[config.mk]
export PLATFORM = sky130hd
export DESIGN_NAME = axi4l_arbiter2_flat
export DESIGN_NICKNAME = d
export VERILOG_FILES = /design/src/rtl/axi4l_if.sv /design/src/rtl/axi4l_arbiter2.sv /design/src/flat_wrapper.sv
export SDC_FILE = /design/constraint.sdc
export NUM_CORES = 1
export LEC_CHECK = 0
export ABC_AREA = 1
export CAP_MARGIN = 20
export CORE_AREA = 2 2 178 180
export CTS_CLUSTER_DIAMETER = 60
export DETAILED_ROUTE_END_ITERATION = 10
export DIE_AREA = 0 0 180 182
export PLACE_DENSITY = 0.39
export SETUP_SLACK_MARGIN = 0.4
export SLEW_MARGIN = 30
export SYNTH_ARGS = -nofsm -noshare
export SYNTH_HDL_FRONTEND = slang
export SYNTH_SLANG_ARGS = --single-unit
[constraint.sdc]
create_clock -name aclk -period 2.4 [get_ports aclk]
set_clock_uncertainty 0.1 [all_clocks]
set_input_delay 0.72 -clock aclk [delete_from_list [all_inputs] [get_ports aclk]]
set_output_delay 0.72 -clock aclk [all_outputs]
set_load 0.03 [all_outputs]
[src/rtl/axi4l_if.sv]
// AXI4-Lite bundle (32-bit address and data) with master/slave views.
interface axi4l_if;
   logic        awvalid;
   logic        awready;
   logic [31:0] awaddr;
   logic [2:0]  awprot;
   logic        wvalid;
   logic        wready;
   logic [31:0] wdata;
   logic [3:0]  wstrb;
   logic        bvalid;
   logic        bready;
   logic [1:0]  bresp;
   logic        arvalid;
   logic        arready;
   logic [31:0] araddr;
   logic [2:0]  arprot;
   logic        rvalid;
   logic        rready;
   logic [31:0] rdata;
   logic [1:0]  rresp;

   modport master (
      output awvalid, awaddr, awprot, wvalid, wdata, wstrb, bready,
      output arvalid, araddr, arprot, rready,
      input  awready, wready, bvalid, bresp, arready, rvalid, rdata, rresp
   );

   modport slave (
      input  awvalid, awaddr, awprot, wvalid, wdata, wstrb, bready,
      input  arvalid, araddr, arprot, rready,
      output awready, wready, bvalid, bresp, arready, rvalid, rdata, rresp
   );
endinterface

[src/rtl/axi4l_arbiter2.sv]
// 2:1 AXI4-Lite arbiter: independent read and write paths, one outstanding
// transaction each, registered round-robin (or fixed-priority) grant.
module axi4l_arbiter2 #(
   parameter bit fixed_priority = 1'b0
) (
   input logic    aclk,
   input logic    aresetn,
   axi4l_if.slave  m0,
   axi4l_if.slave  m1,
   axi4l_if.master s
);

   typedef enum logic [1:0] {WIdle, WFwd, WResp} wstate_e;
   typedef enum logic [1:0] {RIdle, RFwd, RResp} rstate_e;

   wstate_e wstate_q;
   logic    wgnt_q;
   logic    last_wgnt_q;
   logic    aw_done_q;
   logic    w_done_q;

   rstate_e rstate_q;
   logic    rgnt_q;
   logic    last_rgnt_q;

   logic w_fwd, w_resp, r_fwd, r_resp;
   logic w_win, r_win;
   logic aw_hs, w_hs, b_hs, ar_hs, r_hs;
   logic aw_all, w_all;

   // Winner is taken only from asserted valids; ties go by policy.
   always_comb begin
      w_win = m1.awvalid;
      if (m0.awvalid && m1.awvalid) begin
         w_win = fixed_priority ? 1'b0 : ~last_wgnt_q;
      end
      r_win = m1.arvalid;
      if (m0.arvalid && m1.arvalid) begin
         r_win = fixed_priority ? 1'b0 : ~last_rgnt_q;
      end
   end

   // Write path routing; everything qualified by state so idle drives zero.
   always_comb begin
      w_fwd      = (wstate_q == WFwd);
      w_resp     = (wstate_q == WResp);
      s.awaddr   = wgnt_q ? m1.awaddr : m0.awaddr;
      s.awprot   = wgnt_q ? m1.awprot : m0.awprot;
      s.wdata    = wgnt_q ? m1.wdata  : m0.wdata;
      s.wstrb    = wgnt_q ? m1.wstrb  : m0.wstrb;
      s.awvalid  = w_fwd & ~aw_done_q & (wgnt_q ? m1.awvalid : m0.awvalid);
      s.wvalid   = w_fwd & ~w_done_q  & (wgnt_q ? m1.wvalid  : m0.wvalid);
      s.bready   = w_resp & (wgnt_q ? m1.bready : m0.bready);
      m0.awready = w_fwd & ~wgnt_q & ~aw_done_q & s.awready;
      m1.awready = w_fwd &  wgnt_q & ~aw_done_q & s.awready;
      m0.wready  = w_fwd & ~wgnt_q & ~w_done_q & s.wready;
      m1.wready  = w_fwd &  wgnt_q & ~w_done_q & s.wready;
      m0.bvalid  = w_resp & ~wgnt_q & s.bvalid;
      m1.bvalid  = w_resp &  wgnt_q & s.bvalid;
      m0.bresp   = s.bresp;
      m1.bresp   = s.bresp;
   end

   always_comb begin
      r_fwd      = (rstate_q == RFwd);
      r_resp     = (rstate_q == RResp);
      s.araddr   = rgnt_q ? m1.araddr : m0.araddr;
      s.arprot   = rgnt_q ? m1.arprot : m0.arprot;
      s.arvalid  = r_fwd & (rgnt_q ? m1.arvalid : m0.arvalid);
      s.rready   = r_resp & (rgnt_q ? m1.rready : m0.rready);
      m0.arready = r_fwd & ~rgnt_q & s.arready;
      m1.arready = r_fwd &  rgnt_q & s.arready;
      m0.rvalid  = r_resp & ~rgnt_q & s.rvalid;
      m1.rvalid  = r_resp &  rgnt_q & s.rvalid;
      m0.rdata   = s.rdata;
      m1.rdata   = s.rdata;
      m0.rresp   = s.rresp;
      m1.rresp   = s.rresp;
   end

   always_comb begin
      aw_hs  = s.awvalid & s.awready;
      w_hs   = s.wvalid & s.wready;
      b_hs   = s.bvalid & s.bready;
      ar_hs  = s.arvalid & s.arready;
      r_hs   = s.rvalid & s.rready;
      aw_all = aw_done_q | aw_hs;
      w_all  = w_done_q | w_hs;
   end

   // last_wgnt resets to 1 so master 0 wins the first tie.
   always_ff @(posedge aclk or negedge aresetn) begin
      if (!aresetn) begin
         wstate_q    <= WIdle;
         wgnt_q      <= 1'b0;
         last_wgnt_q <= 1'b1;
         aw_done_q   <= 1'b0;
         w_done_q    <= 1'b0;
      end else begin
         unique case (wstate_q)
            WIdle: begin
               if (m0.awvalid || m1.awvalid) begin
                  wgnt_q   <= w_win;
                  wstate_q <= WFwd;
               end
            end
            WFwd: begin
               if (aw_all && w_all) begin
                  aw_done_q <= 1'b0;
                  w_done_q  <= 1'b0;
                  wstate_q  <= WResp;
               end else begin
                  aw_done_q <= aw_all;
                  w_done_q  <= w_all;
               end
            end
            WResp: begin
               if (b_hs) begin
                  last_wgnt_q <= wgnt_q;
                  wstate_q    <= WIdle;
               end
            end
            default: wstate_q <= WIdle;
         endcase
      end
   end

   always_ff @(posedge aclk or negedge aresetn) begin
      if (!aresetn) begin
         rstate_q    <= RIdle;
         rgnt_q      <= 1'b0;
         last_rgnt_q <= 1'b1;
      end else begin
         unique case (rstate_q)
            RIdle: begin
               if (m0.arvalid || m1.arvalid) begin
                  rgnt_q   <= r_win;
                  rstate_q <= RFwd;
               end
            end
            RFwd: begin
               if (ar_hs) begin
                  rstate_q <= RResp;
               end
            end
            RResp: begin
               if (r_hs) begin
                  last_rgnt_q <= rgnt_q;
                  rstate_q    <= RIdle;
               end
            end
            default: rstate_q <= RIdle;
         endcase
      end
   end

endmodule

[src/flat_wrapper.sv]
// flat-port wrapper written by rule: the top's interface ports become plain ports
module axi4l_arbiter2_flat 
#(
   parameter bit fixed_priority = 1'b0
)
  (aclk, aresetn, m0_awvalid, m0_awaddr, m0_awprot, m0_wvalid, m0_wdata, m0_wstrb, m0_bready, m0_arvalid, m0_araddr, m0_arprot, m0_rready, m0_awready, m0_wready, m0_bvalid, m0_bresp, m0_arready, m0_rvalid, m0_rdata, m0_rresp, m1_awvalid, m1_awaddr, m1_awprot, m1_wvalid, m1_wdata, m1_wstrb, m1_bready, m1_arvalid, m1_araddr, m1_arprot, m1_rready, m1_awready, m1_wready, m1_bvalid, m1_bresp, m1_arready, m1_rvalid, m1_rdata, m1_rresp, s_awvalid, s_awaddr, s_awprot, s_wvalid, s_wdata, s_wstrb, s_bready, s_arvalid, s_araddr, s_arprot, s_rready, s_awready, s_wready, s_bvalid, s_bresp, s_arready, s_rvalid, s_rdata, s_rresp);
  axi4l_if m0_i ();
  axi4l_if m1_i ();
  axi4l_if s_i ();
  input logic aclk;
  input logic aresetn;
  input wire logic [$bits(m0_i.awvalid)-1:0] m0_awvalid;
  input wire logic [$bits(m0_i.awaddr)-1:0] m0_awaddr;
  input wire logic [$bits(m0_i.awprot)-1:0] m0_awprot;
  input wire logic [$bits(m0_i.wvalid)-1:0] m0_wvalid;
  input wire logic [$bits(m0_i.wdata)-1:0] m0_wdata;
  input wire logic [$bits(m0_i.wstrb)-1:0] m0_wstrb;
  input wire logic [$bits(m0_i.bready)-1:0] m0_bready;
  input wire logic [$bits(m0_i.arvalid)-1:0] m0_arvalid;
  input wire logic [$bits(m0_i.araddr)-1:0] m0_araddr;
  input wire logic [$bits(m0_i.arprot)-1:0] m0_arprot;
  input wire logic [$bits(m0_i.rready)-1:0] m0_rready;
  output wire logic [$bits(m0_i.awready)-1:0] m0_awready;
  output wire logic [$bits(m0_i.wready)-1:0] m0_wready;
  output wire logic [$bits(m0_i.bvalid)-1:0] m0_bvalid;
  output wire logic [$bits(m0_i.bresp)-1:0] m0_bresp;
  output wire logic [$bits(m0_i.arready)-1:0] m0_arready;
  output wire logic [$bits(m0_i.rvalid)-1:0] m0_rvalid;
  output wire logic [$bits(m0_i.rdata)-1:0] m0_rdata;
  output wire logic [$bits(m0_i.rresp)-1:0] m0_rresp;
  input wire logic [$bits(m1_i.awvalid)-1:0] m1_awvalid;
  input wire logic [$bits(m1_i.awaddr)-1:0] m1_awaddr;
  input wire logic [$bits(m1_i.awprot)-1:0] m1_awprot;
  input wire logic [$bits(m1_i.wvalid)-1:0] m1_wvalid;
  input wire logic [$bits(m1_i.wdata)-1:0] m1_wdata;
  input wire logic [$bits(m1_i.wstrb)-1:0] m1_wstrb;
  input wire logic [$bits(m1_i.bready)-1:0] m1_bready;
  input wire logic [$bits(m1_i.arvalid)-1:0] m1_arvalid;
  input wire logic [$bits(m1_i.araddr)-1:0] m1_araddr;
  input wire logic [$bits(m1_i.arprot)-1:0] m1_arprot;
  input wire logic [$bits(m1_i.rready)-1:0] m1_rready;
  output wire logic [$bits(m1_i.awready)-1:0] m1_awready;
  output wire logic [$bits(m1_i.wready)-1:0] m1_wready;
  output wire logic [$bits(m1_i.bvalid)-1:0] m1_bvalid;
  output wire logic [$bits(m1_i.bresp)-1:0] m1_bresp;
  output wire logic [$bits(m1_i.arready)-1:0] m1_arready;
  output wire logic [$bits(m1_i.rvalid)-1:0] m1_rvalid;
  output wire logic [$bits(m1_i.rdata)-1:0] m1_rdata;
  output wire logic [$bits(m1_i.rresp)-1:0] m1_rresp;
  output wire logic [$bits(s_i.awvalid)-1:0] s_awvalid;
  output wire logic [$bits(s_i.awaddr)-1:0] s_awaddr;
  output wire logic [$bits(s_i.awprot)-1:0] s_awprot;
  output wire logic [$bits(s_i.wvalid)-1:0] s_wvalid;
  output wire logic [$bits(s_i.wdata)-1:0] s_wdata;
  output wire logic [$bits(s_i.wstrb)-1:0] s_wstrb;
  output wire logic [$bits(s_i.bready)-1:0] s_bready;
  output wire logic [$bits(s_i.arvalid)-1:0] s_arvalid;
  output wire logic [$bits(s_i.araddr)-1:0] s_araddr;
  output wire logic [$bits(s_i.arprot)-1:0] s_arprot;
  output wire logic [$bits(s_i.rready)-1:0] s_rready;
  input wire logic [$bits(s_i.awready)-1:0] s_awready;
  input wire logic [$bits(s_i.wready)-1:0] s_wready;
  input wire logic [$bits(s_i.bvalid)-1:0] s_bvalid;
  input wire logic [$bits(s_i.bresp)-1:0] s_bresp;
  input wire logic [$bits(s_i.arready)-1:0] s_arready;
  input wire logic [$bits(s_i.rvalid)-1:0] s_rvalid;
  input wire logic [$bits(s_i.rdata)-1:0] s_rdata;
  input wire logic [$bits(s_i.rresp)-1:0] s_rresp;
  assign m0_i.awvalid = m0_awvalid;
  assign m0_i.awaddr = m0_awaddr;
  assign m0_i.awprot = m0_awprot;
  assign m0_i.wvalid = m0_wvalid;
  assign m0_i.wdata = m0_wdata;
  assign m0_i.wstrb = m0_wstrb;
  assign m0_i.bready = m0_bready;
  assign m0_i.arvalid = m0_arvalid;
  assign m0_i.araddr = m0_araddr;
  assign m0_i.arprot = m0_arprot;
  assign m0_i.rready = m0_rready;
  assign m0_awready = m0_i.awready;
  assign m0_wready = m0_i.wready;
  assign m0_bvalid = m0_i.bvalid;
  assign m0_bresp = m0_i.bresp;
  assign m0_arready = m0_i.arready;
  assign m0_rvalid = m0_i.rvalid;
  assign m0_rdata = m0_i.rdata;
  assign m0_rresp = m0_i.rresp;
  assign m1_i.awvalid = m1_awvalid;
  assign m1_i.awaddr = m1_awaddr;
  assign m1_i.awprot = m1_awprot;
  assign m1_i.wvalid = m1_wvalid;
  assign m1_i.wdata = m1_wdata;
  assign m1_i.wstrb = m1_wstrb;
  assign m1_i.bready = m1_bready;
  assign m1_i.arvalid = m1_arvalid;
  assign m1_i.araddr = m1_araddr;
  assign m1_i.arprot = m1_arprot;
  assign m1_i.rready = m1_rready;
  assign m1_awready = m1_i.awready;
  assign m1_wready = m1_i.wready;
  assign m1_bvalid = m1_i.bvalid;
  assign m1_bresp = m1_i.bresp;
  assign m1_arready = m1_i.arready;
  assign m1_rvalid = m1_i.rvalid;
  assign m1_rdata = m1_i.rdata;
  assign m1_rresp = m1_i.rresp;
  assign s_awvalid = s_i.awvalid;
  assign s_awaddr = s_i.awaddr;
  assign s_awprot = s_i.awprot;
  assign s_wvalid = s_i.wvalid;
  assign s_wdata = s_i.wdata;
  assign s_wstrb = s_i.wstrb;
  assign s_bready = s_i.bready;
  assign s_arvalid = s_i.arvalid;
  assign s_araddr = s_i.araddr;
  assign s_arprot = s_i.arprot;
  assign s_rready = s_i.rready;
  assign s_i.awready = s_awready;
  assign s_i.wready = s_wready;
  assign s_i.bvalid = s_bvalid;
  assign s_i.bresp = s_bresp;
  assign s_i.arready = s_arready;
  assign s_i.rvalid = s_rvalid;
  assign s_i.rdata = s_rdata;
  assign s_i.rresp = s_rresp;
  axi4l_arbiter2 #(.fixed_priority(fixed_priority)) u_core (.aclk(aclk), .aresetn(aresetn), .m0(m0_i), .m1(m1_i), .s(s_i));
endmodule
# After elaboration in Yosys (flattened, before gate mapping)
# Cells that the tools add are included.
classes:
  muxes: 23
  bitwise: 42
  reduce_logical: 13
  eq_ne: 10
ops:
  columns: ["op", "count"]
  rows:
  - ["$mux 32", 3]
  - ["$and 1x1->1", 34]
  - ["$mux 2", 6]
  - ["$pmux 2 s3", 2]
  - ["$mux 1", 9]
  - ["$ne 2x2->1 const B", 4]
  - ["$reduce_and 2->1", 4]
  - ["$mux 3", 2]
  - ["$not 1->1", 6]
  - ["$reduce_and 3->1", 2]
  - ["$eq 2x1->1 const B", 2]
  - ["$eq 2x2->1 const B", 2]
  - ["$logic_not 2->1", 2]
  - ["$mux 4", 1]
  - ["$ne 2x1->1 const B", 2]
  - ["$logic_and 1x1->1", 3]
  - ["$logic_or 1x1->1", 2]
  - ["$or 1x1->1", 2]
totals:
  ff_bits: 10
  inputBits: 265

# Depth between registers and ports, before layout
# Gate-level depths: netlist of run 1.
depth:
  ltp_word: 8
  ltp_mapped: 8
  ltp_nobuf: 8

# Worst setup path after synthesis of run 1
# Ideal clock, no wire load.
synth_path:
  kind: "input -> output"
  start: "in m0_awvalid"
  end: "out s_awvalid"
  required_ps: 1580
  path_stages: 2
  arrival_time_ps: 1744
  path_slack_ps: -164
  cell_sequence: "nor2_1 -> nor4_1"
synth_via:
  elab_chain_len: 2
synth_rtl:
  columns: ["element", "line", "text"]
  rows:
  - ["start, declared", "flat_wrapper.sv:12", "input wire logic [$bits(m0_i.awvalid)-1:0] m0_awvalid;"]
  - ["$mux 1", "axi4l_arbiter2.sv:51", "s.awvalid = w_fwd & ~aw_done_q & (wgnt_q ? m1.awvalid : m0.awvalid);"]
  - ["$and 1x1->1", "axi4l_arbiter2.sv:51", null]
  - ["end, declared", "flat_wrapper.sv:50", "output wire logic [$bits(s_i.awvalid)-1:0] s_awvalid;"]
# No other way between the ends.

# Worst setup path after layout of run 1
layout_path:
  start: "reg u_core.wgnt_q"
  end: "out m0_bvalid"
layout_via:
  elab_chain_len: 3
layout_rtl:
  columns: ["element", "line", "text"]
  rows:
  - ["start, declared", "axi4l_arbiter2.sv:17", "logic wgnt_q;"]
  - ["start signal, assigned", "axi4l_arbiter2.sv:103", "wgnt_q <= w_win;"]
  - ["$not 1->1", "axi4l_arbiter2.sv:58", "m0.bvalid = w_resp & ~wgnt_q & s.bvalid;"]
  - ["$and 1x1->1 (2 in a row)", "axi4l_arbiter2.sv:58", null]
  - ["end, declared", "flat_wrapper.sv:25", "output wire logic [$bits(m0_i.bvalid)-1:0] m0_bvalid;"]
# No other way between the ends.

==> metrics.txt, run 1 <==
outcome=finished clean; Post-Synthesis Cells=517; IO Port Bufs=349; Levels on crit path=5; Async S/R FF share, synth=100%; I/O pin total=458; setup_tns=0 ps; Worst path most repeated cell=buf_6; worst reg-to-reg path cell count=14; most numerous cell in the Yosys netlist=nand2_1; hold_buf cts=0; top cells by area, synth=nand2_1 (52%), buf_4 (21%), dfrtp_1 (7.8%); CTS sink cnt=10; vias=4551; remaining antenna violation count=0; nets=1118; drt wl/cell=18.2 um; synth unique cells=23; Pre-antenna DRT Iters=4; DRT iter0 DRCs=58; Chip Width=180 um; Final Cycle Share=93.8%; cts bufs inserted=3; Non-Filler Instances=1257; pin count of the biggest net entering global routing=20; GRT Resource Usage Total=13.0%; area of the core=31000 sq um; vias per cell=3.62; number of max-cap violations=0; DRC viols=0; Cell Area, Synth=2550 sq um; post-synth top area share=51.6%; later-pin clock latency in the skew report=230 ps; WL met2=12.1 mm; Initial Util=8.24%; Hold WC Path Type=flip-flop to flip-flop; antenna violations before repair=4; Min Hold Slack=376 ps; remaining global-route overflow=0; vias in the first global route=4835; H-Tree Depth=1; fin. max-slew vios=0; critical path arrival=1430 ps; # rows=65; max_slew headroom=65.1%; Die Ht=182 um; delay-heaviest family, CP=buffers and inverters; CP Data Required Time=1580 ps; slew of the pin with the lowest slew margin=522 ps; Leak Pwr=4.91 nW; CP max stage cell=dfrtp_2; CTS tree=yes; Setup WS post-layout=149 ps; global-route wire length before repair=31.4 mm; Post-Route WL=22.9 mm; VDD IR max=0.815 mV; Area Overhead vs Synth=254%; pre-CTS setup slack=-248 ps; Critical Path Max Stage Delay=420 ps; die area=32800 sq um; placed insts=1188; wire length on met3=2.13 mm; CP Cell Sequence=buf_6, buf_12, buf_16, nor3_4, buf_6; Worst setup EP type=output port; Bufs and invs on worst path=4; share of layout cells above drive strength 1=55.3%; WS Path Type=flip-flop to output port; DP Area=6580 sq um; sequential fraction of the synthesis area=9.90%; Startpoint Class=flip-flop; Clock Pin Slew Worst Setup and Hold Paths=40 ps; post-route cell area=9040 sq um; Avg Cell Area, Syn=4.94 sq um; worst-path fanout max=5; Final Util=29.2%; list of most frequent post-synthesis cells=nand2_1 (351), buf_4 (72), buf_2 (20); Top FF cell, synth=dfrtp_1; Detailed Place HPWL=15.5 mm; setup repair after global routing missed its margin=yes; number of synthesized flops with an enable pin=0; Yosys top cell by area=nand2_1; total power=11.5 mW; Yosys warnings=0; Final setup viols=0; Fin. Hold Viols=0; minimum clock period=2250 ps; register bit total from synthesis=10; CTS root buffer=clkbuf_16; Top Layer Used=met5; routability cong.=0.764; hold path depth=2; FMAX=0.444 GHz; Clock Tree Buf Depth=2; Power Density=1270 nW/um^2; Syn Nets=782; wl on met1=8.07 mm
[cell type report]
type	count	area [sq um]
Antenna cell	3	7.51
Clock buffer	4	88.8
Fill cell	3295	21900
Inverter	16	88.8
Multi-Input combinational cell	395	2790
Sequential cell	10	256
Tap cell	402	503
Timing Repair Buffer	426	5300
Timing Repair inverter	1	11.3
[registers in the layout (all words and copies together), names as in the netlist]
signal              cells
u_core.w_done_q         1
u_core.aw_done_q        1
u_core.rgnt_q           1
u_core.wstate_q         2
u_core.wgnt_q           1
u_core.last_rgnt_q      1
u_core.rstate_q         2
u_core.last_wgnt_q      1
[cells by family after synthesis]
group / after synthesis / share of synthesized area (%)
and+or+nand+nor: 383 / 59.2
buffers and inverters: 112 / 28.0
DFF: 10 / 9.90
AOI/OAI and AO/OA: 12 / 2.89
[layout by cell type (no fill, tap or decap), types with 2 or more instances in the layout]
cell type,n
dlymetal6s2s_1,53
diode_2,3
clkbuf_2,2
dfstp_2,2
nand2_1,136
nand4_1,3
buf_2,4
inv_1,5
clkdlybuf4s15_2,2
buf_8,5
clkbuf_16,7
a21oi_4,2
nor4_4,3
nor2_4,2
dlygate4sd2_1,161
nor2_1,6
nand2_2,121
o21ai_2,2
nor2_2,3
nand2_4,96
buf_12,67
buf_4,28
inv_2,7
a21oi_2,2
clkdlybuf4s15_1,3
dfrtp_2,3
buf_6,75
inv_8,2
buf_16,19
clkdlybuf4s50_1,2
dfrtp_1,5
o21ai_0,5
nor3_4,8
inv_4,2
[tightest hold or removal path, cell delays in order (launching register included)]
cell and delay (ps):
dfstp_2 370, nand2_2 60, o21ai_2 50
[final timing paths]
check	from	to	slack [ps]
min in group asynchronous	aresetn	u_core.rstate_q[1]	730
max	u_core.wgnt_q	m0_bvalid	150
min reg2reg	u_core.last_wgnt_q	u_core.last_wgnt_q	380
max in group asynchronous	aresetn	u_core.wgnt_q	1090
min	u_core.last_wgnt_q	u_core.last_wgnt_q	380
max reg2reg	u_core.wgnt_q	u_core.wstate_q[1]	360
[repair_timing]
item                                    4_1_cts  5_1_grt
gates resized for setup                     479      227
pin swaps                                   187      139
cloned                                       19        4
endpoints found under the setup margin      121      123
setup buffers                                36        3
[report_power, final]
| group | switching [mW] | leakage, nW | internal [mW] |
|---|---|---|---|
| Sequential | 0.133 | 0.117 | 0.263 |
| Clock | 0.0780 | 0.0442 | 0.251 |
| Combinational | 5.52 | 4.74 | 5.22 |
| Total | 5.73 | 4.91 | 5.73 |
[routing by layer]
layer | global-route usage (%) | vias to the layer above
li1 | - | 2170
met1 | 13.8 | 2032
met2 | 24.5 | 320
met3 | 4.53 | 27
met4 | 3.09 | 2
met5 | 0 | -
(Power assumes the default switching activity.)
==> run 2, diff against run 1 <==
CORE_AREA = 2 2 180 182   (was 2 2 178 180)
DIE_AREA = 0 0 182 184   (was 0 0 180 182)
clock period = 2.54 ns   (was 2.4 ns; I/O delays follow)
==> run 2 against run 1 <==
Compared with the run above:
- clock-buffer cell count unchanged
- power increased by 3.5%
- first-iteration DRC count decreased by 3.4%
- sequential share of layout area decreased by 0.20 points
- setup slack improved by 43 ps
- cell count increased by 1.8%
- final area increased by 8.3%
- critical path type unchanged
- highest routed layer unchanged
==> metrics.txt, run 2 (synthesis gave the netlist of run 1 again) <==
Final Util=31.2% (+2.0 points); routability cong.=0.791 (+3.5%); GRT Resource Usage Total=12.2% (-0.79 points); number of diodes=0 (-3); cts bufs inserted=3 (unchanged); area of the core=31400 sq um (+1.3%); Detailed Place HPWL=15.4 mm (-0.69%); pin count of the biggest net entering global routing=35 (+75%); Final Cycle Share=92.4%; Initial Util=8.13% (-0.11 points); setup_tns=0 ps (unchanged); Setup WS post-layout=193 ps (+43.1 ps); top flop regs=u_core.rstate_q: 2 flops, u_core.wstate_q: 2 flops; Startpoint Class=flip-flop; CTS root buffer=clkbuf_16; vias=4694 (+3.1%); fin. max-slew vios=0 (unchanged); VDD IR max=0.663 mV (-19%); hold_buf cts=0 (unchanged); CTS tree=yes; H-Tree Depth=1 (unchanged); vias per cell=3.67 (+1.3%); critical path arrival=1490 ps (+60 ps); Power Density=1210 nW/um^2 (-4.4%); CTS sink cnt=10 (unchanged); IO Port Bufs=349 (unchanged); minimum clock period=2350 ps; Post-Route WL=23.5 mm (+2.6%); setup repair after global routing missed its margin=yes; nets=1144 (+2.3%); outcome=finished clean; Area Overhead vs Synth=284%; number of max-cap violations=0 (unchanged); DRT iter0 DRCs=56 (-3.4%); most frequent cells in the layout=dlygate4sd2_1 (155), nand2_4 (147), nand2_1 (109), buf_6 (94), nand2_2 (93); CP Data Required Time=1680 ps (+100 ps); slew of the pin with the lowest slew margin=524 ps (+1.44 ps); Final setup viols=0 (unchanged); WS Path Type=flip-flop to output port; Clock Pin Slew Worst Setup and Hold Paths=40 ps (about the same); vias in the first global route=4714 (-2.5%); Hold WC Path Type=flip-flop to flip-flop; die area=33500 sq um (+2.2%); antenna violations before repair=2 (-2); post-route cell area=9790 sq um (+8.3%); worst-path fanout max=5 (unchanged); Worst setup EP type=output port; max_slew headroom=65.0% (-0.096 points); remaining global-route overflow=0 (unchanged); # rows=65 (unchanged); Die Ht=184 um (+1.1%); drt wl/cell=18.3 um (+0.77%); Pre-antenna DRT Iters=5 (+1); Clock Tree Buf Depth=2 (unchanged); commonest non-fill, non-tap cell in the layout=dlygate4sd2_1; later-pin clock latency in the skew report=230 ps (about the same); DRC viols=0 (unchanged); Chip Width=182 um (+1.1%); Leak Pwr=5.25 nW (+7.1%); Fin. Hold Viols=0 (unchanged); global-route wire length before repair=30.1 mm (-4.3%); share of layout cells above drive strength 1=59.9% (+4.6 points); I/O pin total=458 (unchanged); DP Area=6600 sq um (+0.44%); remaining antenna violation count=0 (unchanged); pre-CTS setup slack=-162 ps (+86.0 ps); FMAX=0.426 GHz
## run 2: cell types whose count changed in the layout (fill, tap and decap cells not counted), sizes merged
cell           before  now
buf               198  226
dlygate4sd2       161  155
inv                17   14
clkdlybuf4s50       2    3
diode               3    0
bufbuf              1    0
clkbuf             10   13
clkdlybuf4s15       5    9
clkinv              0    2
dlymetal6s2s       53   51
## run 2: metrics by stage
step	instances	power (mW)	hold slack (ps)
finish	1280	11.9	393
floorplan	517	3.65	365
CTS	1251	10.1	393
global placement	1196	7.11	380
detailed placement	1196	7.06	386
global route	1280	12.4	432
## run 2: area by class of cell
| type | count | area (sq um) |
|---|---|---|
| multi-input cells | 395 | 3130 |
| fillers | 3260 | 21600 |
| flip-flops and latches | 10 | 258 |
| well taps | 402 | 503 |
| clock buffers | 4 | 88.8 |
| repair buffers | 453 | 5740 |
| inverters | 16 | 77.6 |
## run 2: final timing paths
check / start / slack [ps] / cells past startpoint / to
worst max-delay path: u_core.rgnt_q / 190 / 7 / s_arvalid
worst min-delay path: u_core.last_wgnt_q / 390 / 2 / u_core.last_wgnt_q
worst max register to register: u_core.rgnt_q / 410 / 16 / u_core.rstate_q[0]
worst min register to register: u_core.last_wgnt_q / 390 / 2 / u_core.last_wgnt_q
max in group asynchronous: aresetn / 1180 / 1 / u_core.wgnt_q
min in group asynchronous: aresetn / 780 / 1 / u_core.rgnt_q
## run 2: where the power goes
part | switching, mW | internal, mW | leakage [nW]
registers | 0.107 | 0.250 | 0.115
clock network | 0.0771 | 0.237 | 0.0442
logic | 5.60 | 5.59 | 5.09
total | 5.78 | 6.08 | 5.25
## run 2: what timing repair did
item                       CTS  global route
setup endpoints to repair  121           127
resized for setup          463           371
pin swaps                  159           161
hold endpoints to repair     0             0
cloned                      19             9
setup buffers               32            20
## run 2: per-layer routing
metal	vias to the layer above	share of wire, %	track usage (%)
li1	2217	-	-
met1	2137	34	12.3
met2	313	55	24.8
met3	23	9.9	4.12
met4	4	1.4	1.23
met5	-	0.11	0
## run 2: worst max-delay path: stages, from the launching register on
cell and delay (ps):
dfrtp_2 390, buf_6 120, buf_8 110, buf_12 100
buf_16 140, nand2_8 50, a21oi_4 170, buf_6 150
